### src/rtl/sat_alu_pkg.sv
// Shared types and constants for the saturating ALU scheduler.
package sat_alu_pkg;

    localparam int DATA_W = 14;
    localparam int FRAC_W = 11;

    typedef enum logic [1:0] {
        OP_ADD  = 2'b00,
        OP_SUB  = 2'b01,
        OP_MUL  = 2'b10,
        OP_PASS = 2'b11
    } op_e;

    typedef enum logic [1:0] {
        IDLE = 2'b00,
        EXEC = 2'b01,
        RESP = 2'b10
    } state_e;

    localparam logic [DATA_W-1:0] SAT_POS = 14'h1FFF;
    localparam logic [DATA_W-1:0] SAT_NEG = 14'h2000;

endpackage

### src/rtl/sat_alu_core.sv
// Combinational 14-bit saturating add/sub/mult/pass unit (Q2.11 multiply).
module sat_alu_core
    import sat_alu_pkg::*;
(
    input  logic [1:0]        op,
    input  logic [DATA_W-1:0] a,
    input  logic [DATA_W-1:0] b,
    output logic [DATA_W-1:0] res,
    output logic              sat
);

    // Result packed as {clamped, value}; overflow judged from operand and raw sign bits.
    function automatic logic [DATA_W:0] sat_add(input logic signed [DATA_W-1:0] x,
                                                input logic signed [DATA_W-1:0] y,
                                                input logic                     cin);
        logic signed [DATA_W-1:0] raw;
        raw = x + y + $signed({{(DATA_W-1){1'b0}}, cin});
        if (!x[DATA_W-1] && !y[DATA_W-1] && raw[DATA_W-1])
            return {1'b1, SAT_POS};
        if (x[DATA_W-1] && y[DATA_W-1] && !raw[DATA_W-1])
            return {1'b1, SAT_NEG};
        return {1'b0, raw};
    endfunction

    // Guard bits above the Q2.11 window must all match the window's sign bit.
    function automatic logic [DATA_W:0] sat_mul(input logic signed [DATA_W-1:0] x,
                                                input logic signed [DATA_W-1:0] y);
        logic signed [2*DATA_W-1:0] p;
        logic [2*DATA_W-FRAC_W-DATA_W:0] guard;
        p     = x * y;
        guard = p[2*DATA_W-1:DATA_W+FRAC_W-1];
        if ((&guard) || !(|guard))
            return {1'b0, p[DATA_W+FRAC_W-1:FRAC_W]};
        return {1'b1, p[2*DATA_W-1] ? SAT_NEG : SAT_POS};
    endfunction

    logic [DATA_W:0] r;

    always_comb begin
        r = '0;
        case (op_e'(op))
            OP_ADD:  r = sat_add(a, b, 1'b0);
            OP_SUB:  r = sat_add(a, ~b, 1'b1);
            OP_MUL:  r = sat_mul(a, b);
            default: r = {1'b0, a};
        endcase
    end

    assign sat = r[DATA_W];
    assign res = r[DATA_W-1:0];

endmodule

### src/rtl/sat_alu_sched.sv
// Round-robin scheduler for the shared saturating ALU with valid/ready result return.
// Optional saturation event counter enabled by defining SAT_STAT_EN.
module sat_alu_sched
    import sat_alu_pkg::*;
#(
    parameter int MULT_CYC = 3
) (
    input  logic        clk,
    input  logic        rst,
    input  logic        req0,
    input  logic        req1,
    input  logic [1:0]  op0,
    input  logic [1:0]  op1,
    input  logic [13:0] a0,
    input  logic [13:0] b0,
    input  logic [13:0] a1,
    input  logic [13:0] b1,
    output logic        gnt0,
    output logic        gnt1,
    output logic [13:0] res,
    output logic        res_vld,
    output logic        res_id,
    output logic        res_sat,
    input  logic        res_rdy,
    output logic        busy,
    output logic [7:0]  sat_cnt
);

    localparam logic [3:0] CNT_MUL = 4'(MULT_CYC - 1);

    state_e state_q, state_d;
    logic   ptr_q;
    logic   [3:0] cnt_q;
    logic   grant, win, done;
    logic   [1:0] op_sel;

    logic   [1:0]        op_p0;
    logic   [DATA_W-1:0] a_p0, b_p0;
    logic                id_p0;

    logic   [DATA_W-1:0] core_res;
    logic                core_sat;

    logic   [DATA_W-1:0] res_p1;
    logic                sat_p1, id_p1, vld_p1;

    assign op_sel = win ? op1 : op0;

    always_comb begin
        state_d = state_q;
        grant   = 1'b0;
        win     = 1'b0;
        done    = 1'b0;
        case (state_q)
            IDLE: begin
                if (req0 || req1) begin
                    grant   = 1'b1;
                    win     = (req0 && req1) ? ptr_q : req1;
                    state_d = EXEC;
                end
            end
            EXEC: begin
                if (cnt_q == 4'd0) begin
                    done    = 1'b1;
                    state_d = RESP;
                end
            end
            RESP: begin
                if (res_rdy)
                    state_d = IDLE;
            end
            default: state_d = IDLE;
        endcase
    end

    always_ff @(posedge clk) begin
        if (rst) begin
            state_q <= IDLE;
            ptr_q   <= 1'b0;
            cnt_q   <= 4'd0;
            gnt0    <= 1'b0;
            gnt1    <= 1'b0;
            res_p1  <= '0;
            sat_p1  <= 1'b0;
            id_p1   <= 1'b0;
        end else begin
            state_q <= state_d;
            gnt0    <= grant && !win;
            gnt1    <= grant && win;
            if (grant) begin
                ptr_q <= ~win;
                cnt_q <= (op_e'(op_sel) == OP_MUL) ? CNT_MUL : 4'd0;
            end else if (state_q == EXEC && cnt_q != 4'd0) begin
                cnt_q <= cnt_q - 4'd1;
            end
            if (done) begin
                res_p1 <= core_res;
                sat_p1 <= core_sat;
                id_p1  <= id_p0;
            end
        end
    end

    // Stage p0: operand capture on the granting edge
    always_ff @(posedge clk) begin
        if (grant) begin
            op_p0 <= op_sel;
            a_p0  <= win ? a1 : a0;
            b_p0  <= win ? b1 : b0;
            id_p0 <= win;
        end
    end

    sat_alu_core u_core (
        .op  (op_p0),
        .a   (a_p0),
        .b   (b_p0),
        .res (core_res),
        .sat (core_sat)
    );

    // Stage p1: registered result, valid while waiting in RESP
    assign vld_p1  = (state_q == RESP);
    assign res     = res_p1;
    assign res_sat = sat_p1;
    assign res_id  = id_p1;
    assign res_vld = vld_p1;
    assign busy    = (state_q != IDLE);

`ifdef SAT_STAT_EN
    logic [7:0] sat_cnt_q;

    always_ff @(posedge clk) begin
        if (rst)
            sat_cnt_q <= 8'h00;
        else if (vld_p1 && res_rdy && sat_p1 && sat_cnt_q != 8'hFF)
            sat_cnt_q <= sat_cnt_q + 8'h01;
    end

    assign sat_cnt = sat_cnt_q;
`else
    assign sat_cnt = 8'h00;
`endif

endmodule

### config.mk
export PLATFORM = sky130hd
export DESIGN_NAME = sat_alu_sched
export DESIGN_NICKNAME = d
export VERILOG_FILES = /design/src/rtl/sat_alu_pkg.sv /design/src/rtl/sat_alu_core.sv /design/src/rtl/sat_alu_sched.sv
export SDC_FILE = /design/constraint.sdc
export NUM_CORES = 1
export LEC_CHECK = 0
export ABC_CLOCK_PERIOD_IN_PS = 17100
export CAP_MARGIN = 30
export CORE_MARGIN = 1.5
export CORE_UTILIZATION = 50
export CTS_CLUSTER_SIZE = 30
export DETAILED_ROUTE_END_ITERATION = 6
export GPL_ROUTABILITY_DRIVEN = 0
export PLACE_DENSITY = 0.7
export REMOVE_ABC_BUFFERS = 1
export SLEW_MARGIN = 20
export SYNTH_ARGS = -nofsm -noshare
export SYNTH_HDL_FRONTEND = slang
export SYNTH_SLANG_ARGS = --single-unit
### constraint.sdc
create_clock -name clk -period 17.1 [get_ports clk]
set_input_delay 3.42 -clock clk [delete_from_list [all_inputs] [get_ports clk]]
set_output_delay 3.42 -clock clk [all_outputs]
set_load 0.03 [all_outputs]
==> impl_metrics.py, run 1 <==
metrics = {
    "outcome": {
        "status": "finished clean",
    },
    "critical_path": {
        "worstSetupStartpointType": "flip-flop",
        "max_stage_delay_ns": 0.81,
        "slowest_stage": "fa_1",
        "arrival_ns": 7.54,
        "r2r_slack_ns": 9.76,
        "worstPathCellList": "inv_1 > nor2_1 > ha_1 > inv_1 > fa_1 > inv_1 > fa_1 > fa_1 > fa_1 > inv_1 > fa_1 > inv_1 > ha_1 > a21oi_1 > o21ai_0 > a211oi_1 > a21oi_2 > a221o_2 > xnor2_2 > or2_4 > and4b_1 > o41a_1",
        "crit_type": "reg -> reg",
        "worstReg2RegStart": "a_p0[13]",
        "critPathRequiredTime_ns": 17.30,
        "r2r_end": "res[11]",
        "path_buf_inv": 5,
        "end_kind": "flip-flop",
        "path_delay_family": "adder cells",
        "reg2reg_depth": 22,
        "worst-path-max-fanout": 16,
    },
    "grt": {
        "antenna_found_initial": 0,
        "grt-busiest-layer": "met2",
        "grt_overflow_total": 0,
        "met1_usage_pct": 33.7,
        "grt_max_degree": 32,
        "grt_pass1_vias": 9760,
        "met3_usage_pct": 2.61,
        "globalRouteTotalUtil_pct": 27.3,
        "use_met2_pct": 48.0,
        "grt_first_pass_wirelength_mm": 50.9,
    },
    "clock_network": {
        "clk_latency_ns": 0.32,
        "cts.sinks": 56,
        "clkTransAtPathRegs_ns": 0.07,
        "clk_path_buf_depth": 2,
        "htree_levels": 2,
        "numCtsBuffers": 5,
        "cts-root-buf": "clkbuf_16",
        "hold_buffers": 0,
        "cts_tree": "yes",
        "cts_setup_buffers": 0,
        "cts_resized": 0,
    },
    "hold_path": {
        "holdPathEnd": "res_id",
        "hold_path_startpoint": "res_id",
        "hold_path_depth": 2,
        "hp-class": "reg -> reg",
    },
    "cells_and_area": {
        "layout_commonest_cell": "inv_1",
        "antenna_cells": 0,
        "final_cell_mix": "262 x inv_1, 199 x nand2_1, 197 x fa_1",
        "area_growth_syn_to_layout_pct": 10.1,
        "finalNonFillerCells": 1715,
        "fin_nets": 1758,
        "final_util_pct": 56.5,
        "drive_above_1_share_pct": 2.71,
    },
    "die": {
        "io_pins": 93,
        "rows": 55,
        "coreArea_sq_um": 22800,
        "die_height_um": 156,
        "start_util_pct": 51.3,
        "die_area_sq_um": 24300,
        "die_x_um": 156,
    },
    "timing": {
        "maxSlewViolCount": 0,
        "tightest_slew_ns": 1.04,
        "period_minus_slack_ns": 7.34,
        "relSlewSlack_pct": 30.4,
        "fin_worst_skew_ns": 0.00999,
        "hold_viol_final": 0,
        "setup_tns_ns": 0,
        "finalCritPeriodShare_pct": 42.9,
        "max_clock_freq_mhz": 136,
        "fin_hold_ws_ns": 0.457,
        "setup-violations-final": 0,
        "rsz0062_at_grt": "false",
    },
    "route": {
        "first_pass_iters": 5,
        "vias": 9431,
        "routed_wl_mm": 31.2,
        "wire_per_inst_um": 18.2,
        "viasPerCell": 5.50,
        "drt_iter0_drc": 783,
        "ant_nets": 0,
        "drc_errors": 0,
    },
    "yosys": {
        "syn_inst": 1357,
        "avgSynthCellArea_sq_um": 8.62,
        "synthesis.area_sq_um": 11700,
        "postSynth.asyncResetShare_pct": 0,
        "synth_edf_count": 31,
        "ys_types": 86,
        "seq_area_frac_synth_pct": 12.2,
        "yosys_warnings": 0,
        "ys_ff_latch": 56,
        "ys.flop_type": "edfxtp_1",
    },
    "job": {
        "maxCapViolations": 0,
    },
    "placed_design": {
        "io_buffer_count": 84,
        "dp_cells": 1707,
        "dp_hpwl_mm": 25.2,
    },
}
==> cells in the mapped netlist, types with 4 or more instances <==
cell | n | area share (%)
a211o_1 | 5 | 0.37
a211oi_1 | 6 | 0.39
a21o_1 | 12 | 0.77
a21oi_1 | 42 | 1.8
a221oi_1 | 9 | 0.67
a22oi_1 | 4 | 0.26
a31oi_1 | 12 | 0.64
and2_1 | 89 | 4.8
and3_1 | 6 | 0.32
buf_4 | 9 | 0.58
clkbuf_1 | 44 | 1.4
dfxtp_1 | 25 | 4.3
edfxtp_1 | 31 | 8.0
fa_1 | 197 | 34
ha_1 | 95 | 10
inv_1 | 262 | 8.4
nand2_1 | 199 | 6.4
nand2b_1 | 11 | 0.59
nand3_1 | 8 | 0.34
nand4_1 | 4 | 0.21
nor2_1 | 87 | 2.8
nor2b_1 | 11 | 0.59
nor3_1 | 20 | 0.86
o211ai_1 | 4 | 0.26
o21a_1 | 12 | 0.77
o21ai_0 | 31 | 1.3
o21bai_1 | 4 | 0.26
o31a_1 | 5 | 0.37
or3_1 | 6 | 0.32
xnor2_1 | 21 | 1.6
xor2_1 | 9 | 0.67
==> logic make-up after synthesis <==
family | Yosys count | synth area share, %
muxes | 3 | 0.267
and+or+nand+nor | 464 | 18.9
DFF | 56 | 12.2
other | 1 | 0.0321
xor gates and xnor gates | 31 | 2.39
buffers and inverters | 322 | 10.8
AOI/OAI and AO/OA | 188 | 11.5
adders and majority gates | 292 | 43.9
==> area by class of cell <==
class / instances / area, sq um
Tap cell: 313 / 392
Fill cell: 2111 / 9900
Clock buffer: 5 / 125
Inverter: 263 / 987
Timing Repair Buffer: 89 / 886
Sequential cell: 56 / 1430
Multi-Input combinational cell: 986 / 9020
Clock inverter: 3 / 37.5
==> metal layers <==
metal | share of wire (%) | vias up
met5 | 0 | -
met3 | 4.4 | 86
met4 | 4.7 | 0
li1 | - | 4336
met1 | 41 | 4712
met2 | 50 | 297
==> tightest hold or removal path: cells and delay by family (launching register included) <==
family	cells	cell delay (ns)
DFF	1	0.31
AOI/OAI and AO/OA	1	0.05
and+or+nand+nor	1	0.05
==> worst max path at each step <==
| stage | endpoint | slack (ns) | start | cells past startpoint |
|---|---|---|---|---|
| 3_3_place_gp | res[11] | 9.96 | a_p0[13] | 22 |
| 2_1_floorplan | res[11] | 10.35 | a_p0[13] | 22 |
| 6_report | res[11] | 9.76 | a_p0[13] | 22 |
| 4_1_cts | res[11] | 9.79 | a_p0[13] | 22 |
| 3_5_place_dp | res[11] | 9.81 | a_p0[13] | 22 |
| 5_1_grt | res[11] | 9.34 | a_p0[13] | 22 |
==> flip-flops by register name, summed over array words and instances, names as in the netlist <==
| register | cells |
|---|---|
| ptr_q | 1 |
| res | 14 |
| res_sat | 1 |
| state_q | 2 |
| id_p0 | 1 |
| op_p0 | 2 |
| b_p0 | 14 |
| gnt1 | 1 |
| gnt0 | 1 |
| cnt_q | 4 |
| a_p0 | 14 |
| res_id | 1 |
==> per-stage QoR <==
| stage | cell area [sq um] | worst slack [ns] |
|---|---|---|
| after floorplan | 11400 | 10.35 |
| after global placement | 12700 | 9.96 |
| final | 12900 | 9.76 |
| after detailed placement | 12700 | 9.81 |
| after CTS | 12900 | 9.79 |
| after global routing | 12900 | 9.34 |
Power of run 1 is left out: the tool's default activity adds up to more than one toggle a clock period on the data nets, which glitch-free logic cannot reach.
==> inputs of run 2 (changes only) <==
--- a/config.mk
+++ b/config.mk
@@ -5,14 +5,14 @@
 export SDC_FILE = /design/constraint.sdc
 export NUM_CORES = 1
 export LEC_CHECK = 0
-export ABC_CLOCK_PERIOD_IN_PS = 17100
+export ABC_CLOCK_PERIOD_IN_PS = 6400
 export CAP_MARGIN = 30
 export CORE_MARGIN = 1.5
 export CORE_UTILIZATION = 50
 export CTS_CLUSTER_SIZE = 30
 export DETAILED_ROUTE_END_ITERATION = 6
 export GPL_ROUTABILITY_DRIVEN = 0
-export PLACE_DENSITY = 0.7
+export PLACE_DENSITY = 0.73
 export REMOVE_ABC_BUFFERS = 1
 export SLEW_MARGIN = 20
 export SYNTH_ARGS = -nofsm -noshare
==> constraint.sdc (replaced) <==
create_clock -name clk -period 6.4 [get_ports clk]
set_input_delay 1.28 -clock clk [delete_from_list [all_inputs] [get_ports clk]]
set_output_delay 1.28 -clock clk [all_outputs]
set_load 0.03 [all_outputs]
==> impl_metrics.py, run 2 (synthesized netlist as in run 1, its figures left out) <==
metrics = {
    "timing": {
        "tightest_slew_ns": 0.909,
        "finalCritPeriodShare_pct": 104,
        "max_clock_freq_mhz": 150,
        "rsz0062_at_grt": "true",
        "relSlewSlack_pct": 39.2,
        "maxSlewViolCount": 0,
        "setup_ws_ns": -0.253,
        "setup-violations-final": 15,
        "fin_worst_skew_ns": 0.00759,
        "period_minus_slack_ns": 6.65,
        "hold_viol_final": 0,
    },
    "die": {
        "start_util_pct": 51.3,
        "die_area_sq_um": 24300,
        "rows": 55,
        "io_pins": 93,
        "die_height_um": 156,
        "coreArea_sq_um": 22800,
        "die_x_um": 156,
    },
    "critical_path": {
        "end_kind": "flip-flop",
        "worst-path-max-fanout": 10,
        "critPathRequiredTime_ns": 6.61,
        "worstSetupStartpointType": "flip-flop",
        "path_delay_family": "adder cells",
        "arrival_ns": 6.86,
        "path_buf_inv": 5,
        "worstPathCellList": "buf_6 > inv_2 > nor2_1 > ha_1 > buf_4 > fa_1 > fa_1 > fa_1 > fa_1 > fa_1 > ha_4 > buf_4 > and3_1 > and3_2 > a22oi_2 > a21oi_4 > a221o_2 > xnor2_2 > or2_4 > buf_4 > nor4b_2 > o31a_1",
        "max_stage_delay_ns": 0.60,
        "crit_type": "reg -> reg",
        "slowest_stage": "fa_1",
        "cp_common_cell": "fa_1",
    },
    "cells_and_area": {
        "finalInstanceArea_sq_um": 14800,
        "layout_commonest_cell": "inv_1",
        "fin_nets": 1947,
        "antenna_cells": 0,
        "final_cell_mix": "247 x inv_1, 192 x nand2_1, 191 x fa_1",
        "drive_above_1_share_pct": 19.2,
        "area_growth_syn_to_layout_pct": 26.6,
    },
    "grt": {
        "grt_first_pass_wirelength_mm": 53.9,
        "grt_pass1_vias": 10700,
        "grt_max_degree": 32,
        "antenna_found_initial": 0,
        "grt_overflow_total": 0,
        "globalRouteTotalUtil_pct": 28.7,
    },
    "clock_network": {
        "hold_buffers": 0,
        "clk_path_buf_depth": 2,
        "clk_latency_ns": 0.31,
        "cts.sinks": 56,
        "htree_levels": 2,
        "cts-root-buf": "clkbuf_16",
        "numCtsBuffers": 5,
        "clkTransAtPathRegs_ns": 0.07,
        "cts_tree": "yes",
    },
    "route": {
        "routed_wl_mm": 33.3,
        "drt_iter0_drc": 617,
        "ant_nets": 0,
        "first_pass_iters": 5,
        "viasPerCell": 5.35,
        "vias": 10200,
        "drc_errors": 0,
        "wire_per_inst_um": 17.5,
    },
    "outcome": {
        "violations": "setup timing",
        "status": "complete, but fails checks",
    },
    "placed_design": {
        "dp_hpwl_mm": 27.2,
        "placed_cell_area_sq_um": 13900,
        "io_buffer_count": 84,
    },
    "hold_path": {
        "hp-class": "reg -> reg",
    },
    "job": {
        "maxCapViolations": 0,
    },
}
run 2: cell count changes in the layout (fill, tap and decap cells not counted), moves of 6 or more:
cell,delta
fa_1,-6
buf_4,+164
and2_4,+6
nand2_2,+6
buf_6,+21
nand2_1,-7
inv_2,+15
inv_1,-15
ha_1,-14
ha_4,+12
fa_2,+6
nor2_1,-6
and2_1,-6
run 2: what timing repair did:
item | CTS | global route
gates resized for setup | 74 | 40
pin swaps | 43 | 29
setup buffers | 26 | 12
setup endpoints to repair | 15 | 15
hold endpoints to repair | 0 | 0
run 2: final cells by class:
class                      count  area (sq um)
timing repair buffer         278          2430
sequential                    56          1430
clock buffer                   6           129
tap                          313           392
fill                        1842          7970
multi-input combinational    986          9400
inverter                     263           987
clock inverter                 2          35.0
run 2: metal layers:
layer / part of all wire, % / up-vias / track usage [%]
met2: 49 / 415 / 48.7
met4: 5.1 / 0 / 14.1
met3: 5.3 / 107 / 2.33
li1: - / 4726 / -
met1: 41 / 4930 / 37.1
met5: 0 / - / 0
run 2: path summary, 6_finish.rpt:
path / from / endpoint / slack, ns / depth (start not counted)
hold / removal: res_id / res_id / 0.46 / 2
setup reg to reg: a_p0[13] / res[0] / -0.25 / 22
hold reg to reg: res_id / res_id / 0.46 / 2
setup / recovery: a_p0[13] / res[0] / -0.25 / 22
run 2: through the flow:
step           hold WS [ns]  utilization [%]  setup WS [ns]  setup TNS (ns)  instances
5_1_grt               0.492             65.0         -0.404           -5.15       1904
3_3_place_gp          0.450             60.8         -0.227           -2.27       1856
6_report              0.464             65.0         -0.253           -2.53       1904
4_1_cts               0.468             63.8         -0.176           -1.26       1892
2_1_floorplan         0.439                -         -0.354           -1.59       1305
3_5_place_dp          0.453             60.9         -0.397           -3.83       1858
run 2: worst reg2reg max path: stages (launching register included):
cell and delay (ns):
edfxtp_1 0.45, buf_6 0.17, inv_2 0.12, nor2_1 0.08, ha_1 0.30, buf_4 0.18, fa_1 0.59, fa_1 0.45
fa_1 0.60, fa_1 0.45, fa_1 0.59, ha_4 0.23, buf_4 0.15, and3_1 0.17, and3_2 0.21, a22oi_2 0.28
a21oi_4 0.12, a221o_2 0.37, xnor2_2 0.15, or2_4 0.26, buf_4 0.19, nor4b_2 0.16, o31a_1 0.28
Power of run 2 is left out for the same reason.
==> inputs of run 3 (changes only) <==
--- a/config.mk
+++ b/config.mk
@@ -5,7 +5,7 @@
 export SDC_FILE = /design/constraint.sdc
 export NUM_CORES = 1
 export LEC_CHECK = 0
-export ABC_CLOCK_PERIOD_IN_PS = 6400
+export ABC_CLOCK_PERIOD_IN_PS = 6100
 export CAP_MARGIN = 30
 export CORE_MARGIN = 1.5
 export CORE_UTILIZATION = 50
@@ -14,6 +14,7 @@
 export GPL_ROUTABILITY_DRIVEN = 0
 export PLACE_DENSITY = 0.73
 export REMOVE_ABC_BUFFERS = 1
+export SETUP_SLACK_MARGIN = 0.2
 export SLEW_MARGIN = 20
 export SYNTH_ARGS = -nofsm -noshare
 export SYNTH_HDL_FRONTEND = slang
==> constraint.sdc (replaced) <==
create_clock -name clk -period 6.1 [get_ports clk]
set_input_delay 1.22 -clock clk [delete_from_list [all_inputs] [get_ports clk]]
set_output_delay 1.22 -clock clk [all_outputs]
set_load 0.03 [all_outputs]
==> impl_metrics.py, run 3 (synthesized netlist as in run 1, its figures left out) <==
metrics = {
    "critical_path": {
        "r2r_end": "res[0]",
        "worstSetupStartpointType": "flip-flop",
        "arrival_ns": 6.83,
        "startpoint": "a_p0[13]",
        "critPathRequiredTime_ns": 6.31,
        "end_kind": "flip-flop",
        "r2r_slack_ns": -0.52,
        "reg2reg_depth": 25,
        "worst-path-max-fanout": 5,
        "worstReg2RegStart": "a_p0[13]",
        "crit_type": "reg -> reg",
    },
    "clock_network": {
        "numCtsBuffers": 5,
        "cts-root-buf": "clkbuf_16",
        "clk_path_buf_depth": 2,
        "htree_levels": 2,
        "cts_tree": "yes",
        "clk_latency_ns": 0.31,
        "cts.sinks": 56,
        "clkTransAtPathRegs_ns": 0.08,
        "hold_buffers": 0,
    },
    "route": {
        "wire_per_inst_um": 17.5,
        "drc_errors": 0,
        "routed_wl_mm": 33.6,
        "drt_iter0_drc": 708,
        "first_pass_iters": 5,
        "viasPerCell": 5.37,
        "ant_nets": 0,
        "vias": 10300,
    },
    "hold_path": {
        "holdPathEnd": "res_id",
        "hold_path_depth": 2,
        "hold_path_startpoint": "res_id",
        "hp-class": "reg -> reg",
    },
    "die": {
        "die_height_um": 156,
        "io_pins": 93,
        "coreArea_sq_um": 22800,
        "start_util_pct": 51.3,
        "rows": 55,
        "die_area_sq_um": 24300,
        "die_x_um": 156,
    },
    "timing": {
        "fin_hold_ws_ns": 0.461,
        "relSlewSlack_pct": 33.7,
        "finalCritPeriodShare_pct": 109,
        "max_clock_freq_mhz": 151,
        "hold_viol_final": 0,
        "maxSlewViolCount": 0,
        "rsz0062_at_grt": "true",
        "fin_worst_skew_ns": 0.00817,
        "setup-violations-final": 15,
        "setup_ws_ns": -0.522,
        "period_minus_slack_ns": 6.62,
        "tightest_slew_ns": 0.991,
    },
    "outcome": {
        "violations": "setup timing",
        "status": "complete, but fails checks",
    },
    "placed_design": {
        "pre_cts_ws_ns": -0.604,
        "dp_hpwl_mm": 27.4,
        "io_buffer_count": 84,
    },
    "cells_and_area": {
        "final_cell_mix": "247 x inv_1, 193 x fa_1, 191 x nand2_1",
        "area_growth_syn_to_layout_pct": 27.4,
        "fin_nets": 1955,
        "antenna_cells": 0,
        "drive_above_1_share_pct": 19.3,
        "layout_commonest_cell": "inv_1",
    },
    "grt": {
        "globalRouteTotalUtil_pct": 29.0,
        "antenna_found_initial": 0,
        "grt_pass1_vias": 10800,
        "grt_first_pass_wirelength_mm": 54.5,
        "grt_max_degree": 32,
        "grt_overflow_total": 0,
    },
    "job": {
        "maxCapViolations": 0,
    },
}
-- run 3: cell count changes in the layout (fill, tap and decap cells not counted), sizes merged --
cell,delta
clkbuf,+1
buf,+7
-- run 3: metrics by stage --
step           instance area [sq um]  instances  utilization (%)  TNS, ns
6_report                       14900       1912             65.4    -6.32
5_1_grt                        14900       1912             65.4    -9.79
4_1_cts                        14500       1895             63.6    -6.23
3_5_place_dp                   14000       1869             61.3    -7.93
3_3_place_gp                   13900       1867             61.2    -7.35
2_1_floorplan                  11400       1305                -    -5.90
-- run 3: critical path: stages, from the launching register on --
cell	delay [ns]
edfxtp_1	0.49
buf_6	0.14
buf_6	0.10
nand2_4	0.05
fa_1	0.59
inv_4	0.07
buf_6	0.11
fa_2	0.47
fa_1	0.52
fa_1	0.56
inv_2	0.04
fa_1	0.45
fa_1	0.54
inv_2	0.06
ha_4	0.27
buf_6	0.10
nand2_4	0.06
o211ai_1	0.33
a2111oi_2	0.13
or3_4	0.36
nand3_4	0.10
a211oi_2	0.07
or2_4	0.30
buf_8	0.14
nor4b_2	0.16
o31a_1	0.30
-- run 3: final cells by class --
cell class,instances,area (sq um)
Clock buffer,6,129
Clock inverter,2,35.0
Fill cell,1840,7880
Inverter,263,992
Multi-Input combinational cell,986,9420
Sequential cell,56,1430
Tap cell,313,392
Timing Repair Buffer,286,2490
-- run 3: worst max-delay path by stage --
stage	endpoint	slack (ns)	cells after the start
2_1_floorplan	res[11]	-0.65	22
3_3_place_gp	res[0]	-0.58	22
3_5_place_dp	res[11]	-0.60	23
4_1_cts	res[11]	-0.49	23
5_1_grt	res[0]	-0.73	25
6_report	res[0]	-0.52	25
-- run 3: metal layers --
| metal | GRT usage (%) | vias to the layer above | wire length [um] |
|---|---|---|---|
| met2 | 50.3 | 404 | 16600 |
| met4 | 12.9 | 0 | 1620 |
| met3 | 3.36 | 112 | 1680 |
| li1 | - | 4746 | - |
| met1 | 36.4 | 4998 | 13600 |
| met5 | 0 | - | 0 |
-- run 3: what timing repair did --
action | in CTS | in global routing
setup endpoints to repair | 15 | 15
buffers inserted | 18 | 16
pin swaps | 39 | 30
gates resized for setup | 55 | 58
cloned | 0 | 1
hold endpoints to repair | 0 | 0
Power of run 3 is left out for the same reason.
==> patch 1 (config.mk and constraints of run 2) <==
The 3 states of `state_e` get a one-hot encoding in 3 bits.
--- a/src/rtl/sat_alu_pkg.sv
+++ b/src/rtl/sat_alu_pkg.sv
@@ -11,10 +11,10 @@
         OP_PASS = 2'b11
     } op_e;
 
-    typedef enum logic [1:0] {
-        IDLE = 2'b00,
-        EXEC = 2'b01,
-        RESP = 2'b10
+    typedef enum logic [2:0] {
+        IDLE = 3'b001,
+        EXEC = 3'b010,
+        RESP = 3'b100
     } state_e;
 
     localparam logic [DATA_W-1:0] SAT_POS = 14'h1FFF;
Formal check against the unedited RTL: no difference found for any inputs over 4 cycles, from zero or initial values and one cycle with rst high; so few cycles prove little.
==> patch 1 against run 2 <==
Final area down 2.1%; setup slack better by 0.21 ns; sequential share of layout area increased by 0.34 points; wire length down 3.4%; cell count down 3.9%; highest routed layer unchanged; the run still ends with negative setup slack left; sequential cell count increased by 1; area after synthesis shrank 0.71%.
Power is left out: the tool's default activity adds up to more than one toggle a clock period on the data nets, which glitch-free logic cannot reach.
==> patch 1: results (changes against run 2) <==
* First-pass GRT wire length at 51800 um (-3.8%)
* Post-CTS setup buffer count at 6 (-77%)
* Post-CTS sizing at 14 (-81%)
* GRT Overall Usage at 0.277 (-0.00968)
* Routed length on met1 at 12600 um (-8.0%)
* Synth Area in Compound Gates at 0.121 (+0.00610)
* XOR/XNOR Fraction of Synth Area at 0.0233 (-0.000585)
* Outcome: finished, violations left
* Sequential share of the synthesized area at 0.125 (+0.00259)
* Layout Skew at 0.0119 ns (+0.00431 ns)
* Setup-failing EPs final at 11 (-4)
* Met3 routed wirelength at 2170 um (+22%)
* Mux contribution to synthesized area at 0.00517 (+0.00250)
* Final std cells w/o fill at 1830 (-3.9%)
* Area of the multi-input gates at 9280 um2 (-1.3%)
* Synth cell types at 68 (-21%)
* Total number of vias at 9894 (-2.8%)
* Fill count at 1860 (+0.98%)
* Total wire length at 32100 um (-3.4%)
* Met1 Usage GRT at 0.338 (-0.0326)
* H-tree lvl count at 3 (+1)
* Top cells by area, synth: fa_1 (34%), ha_1 (10%), inv_1 (8.7%)
* Clk Latency, worst-skew pair at 0.36 ns (+0.05 ns)
* Pre-CTS setup slack at -0.197 ns (+0.200 ns)
* Final TNS setup at -0.310 ns (+2.22 ns)
* Mean Syn Cell Area at 8.66 um2 (+0.48%)
* Vias in the first global route at 10300 (-3.6%)
* Initial DRC Count at 620 (+0.49%)
* Post-DP HPWL at 26100 um (-4.3%)
* Top post-synthesis cells by count: inv_1 (268), nand2_1 (202), fa_1 (197)
* Critical-path top delay cell: edfxtp_1
* Share of cells above drive strength 1 at 0.175 (-0.0169)
* Primary FF master, synth: edfxtp_1
* Tightest Pin Transition at 1.04 ns (+0.129 ns)
* Hold WS at 0.457 ns (-0.00697 ns)
* Final worst slack at -0.0452 ns (+0.208 ns)
* DP Area at 13600 um2 (-2.3%)
* Met2 Resource Use GR at 0.489 (+0.00133)
* Clk pin slew, worst setup/hold paths at 0.06 ns
* Met3 usage at 0.0518 (+0.0285)
* Synth Area in Adders at 0.442 (+0.00312)
* Failing checks: negative setup slack
* Final #Nets at 1897 (-2.6%)
* Largest net degree at the start of global routing at 34 (+6.3%)
* Crit path largest cell delay at 0.56 ns (-0.04 ns)
* Metal2 WL at 16400 um (+1.3%)
-- patch 1: cell types whose count changed after synthesis, moves of 6 or more --
cell / before / now
a221oi_1: 9 / 3
o21a_1: 12 / 6
inv_1: 262 / 268
nor3_1: 20 / 14
o22ai_1: 1 / 7
nor2_1: 87 / 71
o21ai_1: 2 / 10
-- patch 1: final timing paths --
| check | startpoint | endpoint | depth (start not counted) |
|---|---|---|---|
| setup / recovery | b_p0[11]$_DFFE_PP_ | res[12]$_SDFFE_PP0P_ | 24 |
| hold reg to reg | res[8]$_SDFFE_PP0P_ | res[8]$_SDFFE_PP0P_ | 1 |
| hold / removal | res[8]$_SDFFE_PP0P_ | res[8]$_SDFFE_PP0P_ | 1 |
| setup reg to reg | b_p0[11]$_DFFE_PP_ | res[12]$_SDFFE_PP0P_ | 24 |
-- patch 1: final cells by class --
class,count,share of cell area
multi-input cells,965,0.640
clock buffers,9,0.0155
repair buffers,238,0.146
inverters,269,0.0700
well taps,285,0.0246
clock inverters,7,0.00371
flip-flops and latches,57,0.100
==> patch 2 (flow settings as in run 2) <==
Made on the original files. The option `SAT_STAT_EN` is turned on by a define.
--- a/src/rtl/sat_alu_sched.sv
+++ b/src/rtl/sat_alu_sched.sv
@@ -1,5 +1,7 @@
 // Round-robin scheduler for the shared saturating ALU with valid/ready result return.
 // Optional saturation event counter enabled by defining SAT_STAT_EN.
+`define SAT_STAT_EN
+
 module sat_alu_sched
     import sat_alu_pkg::*;
 #(
Check against the original RTL: not equivalent (a bounded check fails within 4 cycles, from zero or initial values and one cycle with rst high).
==> patch 2 against run 2 <==
The run still ends with negative setup slack left; setup slack gained 0.15 ns; final area up 2.6%; cell count increased by 0.68%; synthesized cell count grew 1.2%; wire length fell by 0.66%; area after synthesis increased by 1.3%; critical path type unchanged; sequential cell count up 8.
Power is not shown: default switching activity piles up to over one toggle a cycle in this logic, so the estimate is an artifact.
==> patch 2: results (changes against run 2) <==
* Outcome: finished, violations left
* Failing checks: negative setup slack
* Final TNS setup at -0.266 ns (+2.26 ns)
* H-tree lvl count at 3 (+1)
* Post-DP HPWL at 26700 um (-2.0%)
* Layout Skew at 0.00928 ns (+0.00170 ns)
* Top post-synthesis cells by count: inv_1 (263), nand2_1 (212), fa_1 (197)
* Sequential share of the synthesized area at 0.134 (+0.0120)
* Clk Latency, worst-skew pair at 0.34 ns (+0.03 ns)
* Setup-failing EPs final at 8 (-7)
* Critical-path top delay cell: edfxtp_1
* Final worst slack at -0.102 ns (+0.151 ns)
* Primary FF master, synth: dfxtp_1
* IO Port Bufs at 92 (+9.5%)
* Worst Path Max Fanout at 8 (-2)
* Final #Nets at 1951 (+0.21%)
* Antenna diodes at 0 (unchanged)
* WHS Path Cells at 1 (-1)
* Rel. slew slack at 0.304 (-0.0878)
* Largest net degree at the start of global routing at 35 (+9.4%)
* Share of cells above drive strength 1 at 0.181 (-0.0109)
* WL/cell at 17.2 um (-1.3%)
* Top cells by area, synth: fa_1 (33%), ha_1 (10%), inv_1 (8.3%)
* Synth cell types at 72 (-16%)
* Vias in the first global route at 10500 (-2.3%)
* Initial DRC Count at 968 (+57%)
* Via density at 5.36 (+0.29%)
* Row count at 56 (+1.8%)
* DP Area at 14200 um2 (+2.3%)
* Fill count at 1872 (+1.6%)
* Die width at 157 um (+0.63%)
patch 2: logic make-up (layout without fill, tap and decap cells):
logic type,Yosys count,in the layout,synth area share
AND/OR/NAND/NOR,462,462,0.180
buffers and inverters,315,540,0.101
adder cells (fa/ha/maj),293,293,0.434
AO/OA/AOI/OAI,192,192,0.113
flip-flops,64,64,0.134
XOR/XNOR,42,42,0.0317
multiplexers,5,5,0.00465
patch 2: layout make-up:
type                    count  area, um2  area share
inverters                 264        993      0.0654
flip-flops and latches     64       1590       0.105
repair buffers            260       2380       0.157
clock inverters             7       98.8     0.00651
well taps                 319        399      0.0263
clock buffers               9        225      0.0148
multi-input cells         994       9500       0.625
patch 2: worst max-delay path: cells and delay by family, from the launching register on:
kind,cells,cell delay [ns]
buffers and inverters,5,0.46
XOR/XNOR,1,0.18
multiplexers,1,0.23
AO/OA/AOI/OAI,4,0.72
flip-flops,1,0.60
adder cells (fa/ha/maj),7,3.29
AND/OR/NAND/NOR,4,0.88
patch 2: worst paths after layout:
check | slack [ns] | from | endpoint
setup / recovery | -0.10 | b_p0[2]$_DFFE_PP_ | res[1]$_SDFFE_PP0P_
hold / removal | 0.48 | ptr_q$_SDFFE_PP0P_ | ptr_q$_SDFFE_PP0P_
setup reg to reg | -0.10 | b_p0[2]$_DFFE_PP_ | res[1]$_SDFFE_PP0P_
hold reg to reg | 0.48 | ptr_q$_SDFFE_PP0P_ | ptr_q$_SDFFE_PP0P_
patch 2: what timing repair did:
item | 4_1_cts | 5_1_grt
buffers inserted | 10 | 12
resized for setup | 36 | 80
hold endpoints to repair | 0 | 0
setup endpoints to repair | 15 | 15
pin swaps | 19 | 53
patch 2: through the flow:
step	setup WS [ns]	std cells	hold WS [ns]
after floorplan	-0.0481	1322	0.439
after global placement	-0.201	1881	0.442
after detailed placement	-0.325	1881	0.448
after CTS	-0.0865	1907	0.479
after global routing	-0.319	1917	0.497
final	-0.102	1917	0.483
patch 2: metal layers:
metal / up-vias / global-route usage / part of all wire
li1: 4741 / - / -
met1: 5072 / 0.359 / 0.40
met2: 369 / 0.474 / 0.49
met3: 95 / 0.0322 / 0.065
met4: 0 / 0.117 / 0.048
met5: - / 0 / 0
